## config.mk

```make
export PLATFORM = sky130hd
export DESIGN_NAME = pipeline_stall_controller_flat
export DESIGN_NICKNAME = d
export VERILOG_FILES = /design/src/rtl/pipeline_stall_controller_pkg.sv /design/src/rtl/pipeline_stall_controller_if.sv /design/src/rtl/pipeline_stall_controller_load_use_detector.sv /design/src/rtl/pipeline_stall_controller.sv /design/src/flat_wrapper.sv
export SDC_FILE = /design/constraint.sdc
export NUM_CORES = 1
export LEC_CHECK = 0
export CORE_MARGIN = 3
export CORE_UTILIZATION = 40
export CTS_CLUSTER_DIAMETER = 60
export DETAILED_ROUTE_END_ITERATION = 10
export PLACE_DENSITY = 0.76
export SYNTH_ARGS = -nofsm -noshare
export SYNTH_HDL_FRONTEND = slang
export SYNTH_SLANG_ARGS = --single-unit
```

## constraint.sdc

```tcl
create_clock -name clk -period 1.76 [get_ports clk]
set_clock_uncertainty 0.15 [all_clocks]
set_input_delay 0.352 -clock clk [delete_from_list [all_inputs] [get_ports clk]]
set_output_delay 0.352 -clock clk [all_outputs]
set_load 0.02 [all_outputs]
```

## src/rtl/pipeline_stall_controller_pkg.sv

```systemverilog
// Shared types and constants for the pipeline stall/flush sequencer.
// Latency: n/a (declarations only).
// Backpressure: n/a.
package pipeline_stall_controller_pkg;

   // Sequencer state: normal flow, or frozen waiting on the iterative divider
   typedef enum logic {
      RUN      = 1'b0,
      DIV_WAIT = 1'b1
   } state_t;

   // ADDI x0,x0,0 is what a flushed or bubbled pipeline register holds
   localparam logic [31:0] NOP_INSTR = 32'h0000_0013;

   // x0 is hardwired to zero, so a write to it never creates a dependency
   localparam logic [4:0] REG_ZERO = 5'd0;

endpackage

```

## src/rtl/pipeline_stall_controller_if.sv

```systemverilog
// Hazard inputs and pipeline-register controls between the stall sequencer and the datapath.
// Latency: n/a (wiring only).
// Backpressure: the controller's enables are the backpressure into the pipeline stages.
interface pipeline_stall_controller_if #(
   parameter int STALL_CNT_W = 16
);
   // hazard information from ID and EX
   logic [4:0]             ID_rs1;
   logic [4:0]             ID_rs2;
   logic                   ID_uses_rs1;
   logic                   ID_uses_rs2;
   logic [4:0]             EX_dest;
   logic                   EX_mem_read;
   logic                   EX_is_div;
   logic                   EX_branch_taken;
   logic                   div_done;
   // pipeline register controls
   logic                   pc_write_en;
   logic                   IF_ID_write_en;
   logic                   IF_ID_flush;
   logic                   ID_EX_write_en;
   logic                   ID_EX_bubble;
   logic                   EX_MEM_bubble;
   logic                   div_start;
   logic                   div_timeout;
   logic [STALL_CNT_W-1:0] stall_cycles;

   // controller side
   modport master (
      input  ID_rs1, ID_rs2, ID_uses_rs1, ID_uses_rs2, EX_dest, EX_mem_read,
             EX_is_div, EX_branch_taken, div_done,
      output pc_write_en, IF_ID_write_en, IF_ID_flush, ID_EX_write_en,
             ID_EX_bubble, EX_MEM_bubble, div_start, div_timeout, stall_cycles
   );

   // pipeline/datapath side
   modport slave (
      output ID_rs1, ID_rs2, ID_uses_rs1, ID_uses_rs2, EX_dest, EX_mem_read,
             EX_is_div, EX_branch_taken, div_done,
      input  pc_write_en, IF_ID_write_en, IF_ID_flush, ID_EX_write_en,
             ID_EX_bubble, EX_MEM_bubble, div_start, div_timeout, stall_cycles
   );
endinterface

```

## src/rtl/pipeline_stall_controller_load_use_detector.sv

```systemverilog
// Flags an ID instruction that reads the destination of a load currently in EX.
// Latency: purely combinational, same cycle.
// Backpressure: none; the caller turns the flag into a stall.
module load_use_detector
   import pipeline_stall_controller_pkg::*;
(
   input  logic [4:0] rs1,
   input  logic [4:0] rs2,
   input  logic       uses_rs1,
   input  logic       uses_rs2,
   input  logic [4:0] ex_dest,
   input  logic       ex_mem_read,
   output logic       load_use
);

   // operands that are not actually read, and loads to x0, never need the bubble
   always_comb begin
      load_use = ex_mem_read && (ex_dest != REG_ZERO) &&
                 ((uses_rs1 && (rs1 == ex_dest)) || (uses_rs2 && (rs2 == ex_dest)));
   end

endmodule

```

## src/rtl/pipeline_stall_controller.sv

```systemverilog
// Stall/flush sequencer: load-use bubble, divider freeze with watchdog, branch flush, stall counter.
// Latency: controls are combinational from state and inputs; they act at the next clock edge.
// Backpressure: drops pc/IF_ID/ID_EX enables to hold the front end; EX_MEM bubble covers the divider wait.
module pipeline_stall_controller
   import pipeline_stall_controller_pkg::*;
#(
   parameter int MAX_DIV_CYCLES = 40,
   parameter int STALL_CNT_W    = 16
) (
   input logic                          clk,
   input logic                          reset,
   pipeline_stall_controller_if.master  bus
);

   localparam int                WAIT_W    = $clog2(MAX_DIV_CYCLES + 1);
   localparam logic [WAIT_W-1:0] WAIT_LAST = WAIT_W'(MAX_DIV_CYCLES - 1);

   state_t                 state;
   state_t                 state_nxt;
   logic [WAIT_W-1:0]      wait_cnt;
   logic [WAIT_W-1:0]      wait_nxt;
   logic                   timeout_set;
   logic                   timeout_q;
   logic [STALL_CNT_W-1:0] stall_cnt;
   logic                   load_use;

   logic pc_we;
   logic ifid_we;
   logic ifid_flush;
   logic idex_we;
   logic idex_bubble;
   logic exmem_bubble;
   logic start;

   load_use_detector u_load_use (
      .rs1         (bus.ID_rs1),
      .rs2         (bus.ID_rs2),
      .uses_rs1    (bus.ID_uses_rs1),
      .uses_rs2    (bus.ID_uses_rs2),
      .ex_dest     (bus.EX_dest),
      .ex_mem_read (bus.EX_mem_read),
      .load_use    (load_use)
   );

   // state, divider wait counter, sticky watchdog flag and saturating stall counter
   always_ff @(posedge clk or negedge reset) begin
      if (!reset) begin
         state     <= RUN;
         wait_cnt  <= '0;
         timeout_q <= 1'b0;
         stall_cnt <= '0;
      end else begin
         state    <= state_nxt;
         wait_cnt <= wait_nxt;
         if (timeout_set) begin
            timeout_q <= 1'b1;
         end
         if (!pc_we && (stall_cnt != '1)) begin
            stall_cnt <= stall_cnt + 1'b1;
         end
      end
   end

   // next state: a divide with no same-cycle result enters the wait; the wait ends on done or watchdog
   always_comb begin
      state_nxt   = state;
      wait_nxt    = wait_cnt;
      timeout_set = 1'b0;
      unique case (state)
         RUN: begin
            if (!bus.EX_branch_taken && bus.EX_is_div && !bus.div_done) begin
               state_nxt = DIV_WAIT;
               wait_nxt  = '0;
            end
         end
         DIV_WAIT: begin
            if (bus.div_done) begin
               state_nxt = RUN;
            end else if (wait_cnt == WAIT_LAST) begin
               state_nxt   = RUN;
               timeout_set = 1'b1;
            end else begin
               wait_nxt = wait_cnt + 1'b1;
            end
         end
         default: begin
            state_nxt = RUN;
         end
      endcase
   end

   // pipeline controls; branch beats divide beats load-use, and the wait ignores both
   always_comb begin
      pc_we        = 1'b1;
      ifid_we      = 1'b1;
      ifid_flush   = 1'b0;
      idex_we      = 1'b1;
      idex_bubble  = 1'b0;
      exmem_bubble = 1'b0;
      start        = 1'b0;
      if (!reset) begin
         pc_we        = 1'b0;
         ifid_we      = 1'b0;
         idex_bubble  = 1'b1;
         exmem_bubble = 1'b1;
      end else begin
         unique case (state)
            RUN: begin
               if (bus.EX_branch_taken) begin
                  ifid_flush  = 1'b1;
                  idex_bubble = 1'b1;
               end else if (bus.EX_is_div) begin
                  start = 1'b1;
                  // a result already available this cycle releases immediately
                  if (!bus.div_done) begin
                     pc_we        = 1'b0;
                     ifid_we      = 1'b0;
                     idex_we      = 1'b0;
                     exmem_bubble = 1'b1;
                  end
               end else if (load_use) begin
                  pc_we       = 1'b0;
                  ifid_we     = 1'b0;
                  idex_bubble = 1'b1;
               end
            end
            DIV_WAIT: begin
               // release cycle keeps the defaults so EX/MEM captures the quotient
               if (!bus.div_done && (wait_cnt != WAIT_LAST)) begin
                  pc_we        = 1'b0;
                  ifid_we      = 1'b0;
                  idex_we      = 1'b0;
                  exmem_bubble = 1'b1;
               end
            end
            default: begin
               pc_we = 1'b1;
            end
         endcase
      end
   end

   assign bus.pc_write_en    = pc_we;
   assign bus.IF_ID_write_en = ifid_we;
   assign bus.IF_ID_flush    = ifid_flush;
   assign bus.ID_EX_write_en = idex_we;
   assign bus.ID_EX_bubble   = idex_bubble;
   assign bus.EX_MEM_bubble  = exmem_bubble;
   assign bus.div_start      = start;
   assign bus.div_timeout    = timeout_q;
   assign bus.stall_cycles   = stall_cnt;

endmodule

```

## src/flat_wrapper.sv

```systemverilog
// flat-port wrapper written by rule: the top's interface ports become plain ports
module pipeline_stall_controller_flat import pipeline_stall_controller_pkg::*;
#(
   parameter int MAX_DIV_CYCLES = 40,
   parameter int STALL_CNT_W    = 16
)
  (clk, reset, bus_ID_rs1, bus_ID_rs2, bus_ID_uses_rs1, bus_ID_uses_rs2, bus_EX_dest, bus_EX_mem_read, bus_EX_is_div, bus_EX_branch_taken, bus_div_done, bus_pc_write_en, bus_IF_ID_write_en, bus_IF_ID_flush, bus_ID_EX_write_en, bus_ID_EX_bubble, bus_EX_MEM_bubble, bus_div_start, bus_div_timeout, bus_stall_cycles);
  pipeline_stall_controller_if #(.STALL_CNT_W(STALL_CNT_W)) bus_i ();
  input logic clk;
  input logic reset;
  input wire logic [$bits(bus_i.ID_rs1)-1:0] bus_ID_rs1;
  input wire logic [$bits(bus_i.ID_rs2)-1:0] bus_ID_rs2;
  input wire logic [$bits(bus_i.ID_uses_rs1)-1:0] bus_ID_uses_rs1;
  input wire logic [$bits(bus_i.ID_uses_rs2)-1:0] bus_ID_uses_rs2;
  input wire logic [$bits(bus_i.EX_dest)-1:0] bus_EX_dest;
  input wire logic [$bits(bus_i.EX_mem_read)-1:0] bus_EX_mem_read;
  input wire logic [$bits(bus_i.EX_is_div)-1:0] bus_EX_is_div;
  input wire logic [$bits(bus_i.EX_branch_taken)-1:0] bus_EX_branch_taken;
  input wire logic [$bits(bus_i.div_done)-1:0] bus_div_done;
  output wire logic [$bits(bus_i.pc_write_en)-1:0] bus_pc_write_en;
  output wire logic [$bits(bus_i.IF_ID_write_en)-1:0] bus_IF_ID_write_en;
  output wire logic [$bits(bus_i.IF_ID_flush)-1:0] bus_IF_ID_flush;
  output wire logic [$bits(bus_i.ID_EX_write_en)-1:0] bus_ID_EX_write_en;
  output wire logic [$bits(bus_i.ID_EX_bubble)-1:0] bus_ID_EX_bubble;
  output wire logic [$bits(bus_i.EX_MEM_bubble)-1:0] bus_EX_MEM_bubble;
  output wire logic [$bits(bus_i.div_start)-1:0] bus_div_start;
  output wire logic [$bits(bus_i.div_timeout)-1:0] bus_div_timeout;
  output wire logic [$bits(bus_i.stall_cycles)-1:0] bus_stall_cycles;
  assign bus_i.ID_rs1 = bus_ID_rs1;
  assign bus_i.ID_rs2 = bus_ID_rs2;
  assign bus_i.ID_uses_rs1 = bus_ID_uses_rs1;
  assign bus_i.ID_uses_rs2 = bus_ID_uses_rs2;
  assign bus_i.EX_dest = bus_EX_dest;
  assign bus_i.EX_mem_read = bus_EX_mem_read;
  assign bus_i.EX_is_div = bus_EX_is_div;
  assign bus_i.EX_branch_taken = bus_EX_branch_taken;
  assign bus_i.div_done = bus_div_done;
  assign bus_pc_write_en = bus_i.pc_write_en;
  assign bus_IF_ID_write_en = bus_i.IF_ID_write_en;
  assign bus_IF_ID_flush = bus_i.IF_ID_flush;
  assign bus_ID_EX_write_en = bus_i.ID_EX_write_en;
  assign bus_ID_EX_bubble = bus_i.ID_EX_bubble;
  assign bus_EX_MEM_bubble = bus_i.EX_MEM_bubble;
  assign bus_div_start = bus_i.div_start;
  assign bus_div_timeout = bus_i.div_timeout;
  assign bus_stall_cycles = bus_i.stall_cycles;
  pipeline_stall_controller #(.MAX_DIV_CYCLES(MAX_DIV_CYCLES), .STALL_CNT_W(STALL_CNT_W)) u_core (.clk(clk), .reset(reset), .bus(bus_i));
endmodule
```

# Yosys cells after proc, flatten, opt, wreduce, memory -nomap -nowiden

Index checks and enable logic that the tools add are counted.

Bits in registers: 24
Latch bits: 0
RAM bits: 0
Memory bits (read-only): 0
Input bits: 23
Output and inout bits: 24
Logic and storage cells: 69
Memories kept: 0

Add/subtract/negate cells: 2
$mul: 0
Div/mod/pow operators: 0
Magnitude comparators: 0
Equality and inequality tests: 8
Shift operators: 0
Multiplexer cells: 40
Bitwise logic cells: 1
Reductions and logical operators: 14

Operators with widths:

| kind                                                             | count |
|---|---|
| 1-bit 2-to-1 mux                                                 | 32 |
| 6-bit 2-to-1 mux                                                 | 3 |
| 16-bit by 1-bit adder with 16-bit output (second input constant) | 1 |
| 16-bit != test (second input constant)                           | 1 |
| 6-bit case mux with 2 select lines                               | 1 |
| 5-bit == test                                                    | 2 |
| 1-bit logical AND                                                | 8 |
| 1-bit case mux with 2 select lines                               | 4 |
| 6-bit by 1-bit adder with 6-bit output (second input constant)   | 1 |
| 6-bit == test (second input constant)                            | 1 |
| 6-bit != test (second input constant)                            | 1 |
| 5-bit nonzero test                                               | 1 |
| 2-bit != test (second input constant)                            | 2 |
| 1-bit zero test                                                  | 3 |
| 3-bit AND reduction                                              | 1 |
| 2-bit by 1-bit != test with 1-bit output (second input constant) | 1 |
| 1-bit logical OR                                                 | 1 |
| 1-bit NOT                                                        | 1 |

# Longest topological paths before layout

Depth in word-level cells: 11
Gate-level depth with buffers: 8
Mapped depth without buffers: 7

# Hierarchy

Synthesis repeated with hierarchy kept, for this count alone.

Cell total of the unflattened synthesis: 137
Area total of the unflattened synthesis: 1,368.8 µm²

By module, submodules not included:

| module                    | instances | cells each | area each (µm²) | seq. area each (µm²) |
|---|---|---|---|---|
| pipeline_stall_controller | 1         | 120        | 1,234.9         | 600.6 |
| load_use_detector         | 1         | 17         | 133.9           | 0.0 |

# Least setup slack after synthesis

No wires, ideal clock.

Path type: reg-to-output
From: reg u_core.wait_cnt[0]
To: out bus_pc_write_en
Data arrival time: 1,818 ps
Required time: 1,258 ps
Slack: -560 ps
Stages on the path, launching flop included: 7
Path buffers: 1
Cells stage by stage: dfrtp_1 > ha_1 > nand4bb_1 > o21ai_1 > nand3_1 > a21oi_1 > buf_4

Cells in the longest elaborated chain, start to end: 5

RTL lines:

| item                               | RTL line                         | RTL |
|---|---|---|
| start, declared                    | pipeline_stall_controller.sv:20  | `logic [WAIT_W-1:0] wait_cnt;` |
| start signal, assigned             | pipeline_stall_controller.sv:54  | `wait_cnt <= wait_nxt;` |
| 6-bit != test                      | pipeline_stall_controller.sv:129 | `if (!bus.div_done && (wait_cnt != WAIT_LAST)) begin` |
| 1-bit logical AND                  | pipeline_stall_controller.sv:129 |  |
| 1-bit 2-to-1 mux                   | -                                |  |
| 1-bit case mux with 2 select lines | -                                |  |
| 1-bit 2-to-1 mux                   | -                                |  |
| end, declared                      | flat_wrapper.sv:20               | `output wire logic [$bits(bus_i.pc_write_en)-1:0] bus_pc_write_en;` |

No other way between the ends.

# Final worst setup path

From: reg u_core.wait_cnt[1]
To: out bus_ID_EX_write_en

Cells in the longest elaborated chain, start to end: 5

RTL lines:

| item                               | RTL line                         | RTL |
|---|---|---|
| 6-bit != test                      | pipeline_stall_controller.sv:129 |  |
| 1-bit logical AND                  | pipeline_stall_controller.sv:129 |  |
| 1-bit 2-to-1 mux                   | pipeline_stall_controller.sv:129 |  |
| 1-bit case mux with 2 select lines | pipeline_stall_controller.sv:107 | `unique case (state)` |
| 1-bit 2-to-1 mux                   | pipeline_stall_controller.sv:101 | `if (!reset) begin` |
| end, declared                      | flat_wrapper.sv:23               | `output wire logic [$bits(bus_i.ID_EX_write_en)-1:0] bus_ID_EX_write_en;` |

No other way between the ends.

==> results_dict.tcl <==
set metrics [dict create \
    status "finished with violations" \
    violations "setup timing" \
    nNetsFinal 275 \
    max_slew_margin_pct 80.2 \
    dp.cells 274 \
    layout.cells.non_filler 292 \
    p_seq_share_pct 32.2 \
    drt_iter0_drc 102 \
    wl_mm 5.66 \
    min_period_over_period_pct 131 \
    fmax_mhz 434 \
    maxCapViolCount 0 \
    cp.required_ns 1.26 \
    die_y_um 63.8 \
    syn_nets 165 \
    syn_area_um2 1340 \
    maxSlewViolCount 0 \
    combPwrFrac_pct 57.5 \
    finalHoldViolations 0 \
    n_antenna_cell 0 \
    path_class "flip-flop to primary output" \
    ios 47 \
    portBuffers 46 \
    end_kind "primary output" \
    switchingPower_mw 1.05 \
    multi_input_area_um2 1020 \
    syn2layout_area_growth_pct 103 \
    drt_first_pass_iters 4 \
    peakVddDrop_mv 0.621 \
    synthTopCellsByArea "dfrtp_1 (45%), xnor2_1 (9.8%), xor2_1 (9.2%)" \
    p_clk_share_pct 10.3 \
    use_met1_pct 26.2 \
    grt_max_degree 17 \
    power_density_nw_per_um2 949 \
    grtUsageTotal_pct 24.4 \
    cts_tree "built" \
    fp.dieW_um 63.8 \
    grt_pass1_vias 1612 \
    synth-seq-cells 24 \
    worstPathArrival_ns 1.80 \
    antenna_left 0 \
    clock-sinks 24 \
    fillCellCount 159 \
    core_um2 3130 \
    fin_tns_setup_ns -8.93 \
    cts_made_buffers 3 \
    place_area_um2 2330 \
    hp-class "input pin to asynchronous set/reset pin" \
    hpwl_mm 3.11 \
    p_leak_nw 1.33 \
    swShare_pct 40.9 \
    period_needed_ns 2.30 \
    viasPerCell 5.28 \
    synth_warnings 0 \
    setup_violations 23 \
    grt_pass1_wl_mm 7.71 \
    critPathMaxFanout 2 \
    htree_levels 1 \
    dp_slack_ns -1.15 \
    clk_path_buf_depth 2 \
    rsz0062_at_grt "true" \
    vias 1543 \
    p_int_mw 1.52 \
    gp_congestion 0.836 \
    worstSkewPairLatency_ns 0.34 \
    cts-root-buf "clkbuf_4" \
    route.detailed.drc 0 \
    ys_seq_area_share_pct 44.9 \
    busiest_layer "met2" \
    dieArea_um2 4070 \
    grt_util_met2_pct 46.6 \
    grt_overflow_total 0 \
    ys_types 31 \
    fp-row-count 20 \
    antenna_found_initial 0 \
    fin_area_um2 2710 \
    clk_pin_slew_worst_paths_ns 0.14 \
    wire_per_inst_um 19.4 \
    drive_above_1_share_pct 54.8 \
    worst_pin_slew_ns 0.297 \
    syn-mean-instance-area_um2 9.55 \
    gr-usage-met3_pct 5.27 \
    seqCellArea_um2 608 \
    r2r_slack_ns -0.46 \
    syn_inst 140 \
    synth_top_area_share_pct 44.9 \
    crit_path_start_kind "flip-flop" \
    synth_area_leader_cell "dfrtp_1" \
    initial_core_util_pct 42.8 \
    finalWorstSetupSlack_ns -0.544 \
]
[flip-flops by register name, indices dropped and copies added (netlist names)]
signal and flops:
u_core.state 1, u_core.wait_cnt 6, u_core.bus.div_timeout 1, u_core.bus.stall_cycles 16
[layer usage]
metal | vias up | part of all wire [%]
met5 | - | 0
met4 | 0 | 4.0
met3 | 21 | 4.2
met2 | 57 | 56
met1 | 768 | 36
li1 | 697 | -
[cell families (layout without fill, tap and decap cells)]
kind of cell | Yosys count | in the layout | share of synthesized area, %
buffers and inverters | 7 | 115 | 2.81
DFF | 24 | 24 | 44.9
muxes | 2 | 2 | 1.59
AOI/OAI and AO/OA | 9 | 9 | 4.58
xor gates and xnor gates | 29 | 29 | 19.0
adders and majority gates | 2 | 2 | 1.87
and+or+nand+nor | 67 | 67 | 25.3
[timing repair]
item                       4_1_cts  5_1_grt
resized for setup              107       59
setup endpoints to repair       40       30
pin swaps                       14       22
hold buffers                     0        0
gates cloned                     0        0
setup buffers                   10        6
[critical path: stages (launching register included)]
cell and delay, ns:
dfrtp_1 0.40, ha_2 0.20, nand4bb_1 0.16, o21ai_2 0.19
buf_4 0.15, buf_6 0.09, nand2_4 0.04, nand2_1 0.10
buf_6 0.12
[Yosys cell counts]
library cell   n
a21o_1         1
a21oi_1        1
a21oi_4        1
a31oi_1        1
and2b_1        1
and3_1         5
buf_4          1
buf_6          1
clkbuf_1       2
dfrtp_1       24
ha_1           2
inv_1          3
mux2_1         1
mux2i_1        1
nand2_1       13
nand2b_1       2
nand3_1        6
nand3b_1       1
nand4_1        8
nand4bb_1      1
nor2_1        18
nor2b_1        3
nor3_1         4
nor4_1         3
o21ai_0        1
o21ai_1        3
o22ai_1        1
or2_2          1
or4_1          1
xnor2_1       15
xor2_1        14
[path summary, 6_finish.rpt]
path | startpoint | to | cells after the start
worst min-delay path | reset | u_core.wait_cnt[2] | 2
min in group clk | u_core.bus.div_timeout | u_core.bus.div_timeout | 1
worst max-delay path | u_core.wait_cnt[1] | bus_ID_EX_write_en | 8
worst min register to register | u_core.bus.div_timeout | u_core.bus.div_timeout | 1
worst max register to register | u_core.wait_cnt[1] | u_core.bus.stall_cycles[14] | 10
max in group asynchronous | reset | u_core.bus.stall_cycles[8] | 2
[cell usage in the layout (no fill, tap or decap), types with 5 or more instances in the layout]
| master | n |
|---|---|
| xnor2_1 | 8 |
| buf_6 | 23 |
| nor2_4 | 5 |
| nand2_1 | 10 |
| xor2_1 | 14 |
| buf_4 | 47 |
| and3_1 | 5 |
| xnor2_2 | 7 |
| dlygate4sd2_1 | 15 |
| clkbuf_2 | 6 |
| nor2_2 | 5 |
| dfrtp_2 | 6 |
| dfrtp_1 | 18 |
| dlymetal6s2s_1 | 8 |
| nor2_1 | 8 |
| nand4_1 | 8 |
[power by group through the flow]
stage	clock network [mW]	registers, mW	logic (mW)
final	0.264	0.829	1.48
after global routing	0.289	0.842	1.57
after global placement	0	0.809	1.25
after detailed placement	0	0.816	1.29
after CTS	0.246	0.813	1.36
after floorplan	0	1.03	0.401
[cell type report]
| type | instances | share of cell area, % |
|---|---|---|
| timing repair buffer | 109 | 36.6 |
| clock buffer | 3 | 0.830 |
| inverter | 3 | 0.415 |
| multi-input combinational | 109 | 37.7 |
| tap | 44 | 2.03 |
| sequential | 24 | 22.4 |
[stage by stage]
step | total power [mW] | utilization (%) | hold WS, ns
after floorplan | 1.43 | - | -0.0936
after detailed placement | 2.11 | 74.6 | 0.310
after global routing | 2.70 | 86.7 | 0.118
after CTS | 2.41 | 82.2 | 0.0856
final | 2.57 | 86.7 | 0.0978
after global placement | 2.06 | 74.6 | 0.292
(Power assumes the default switching activity.)
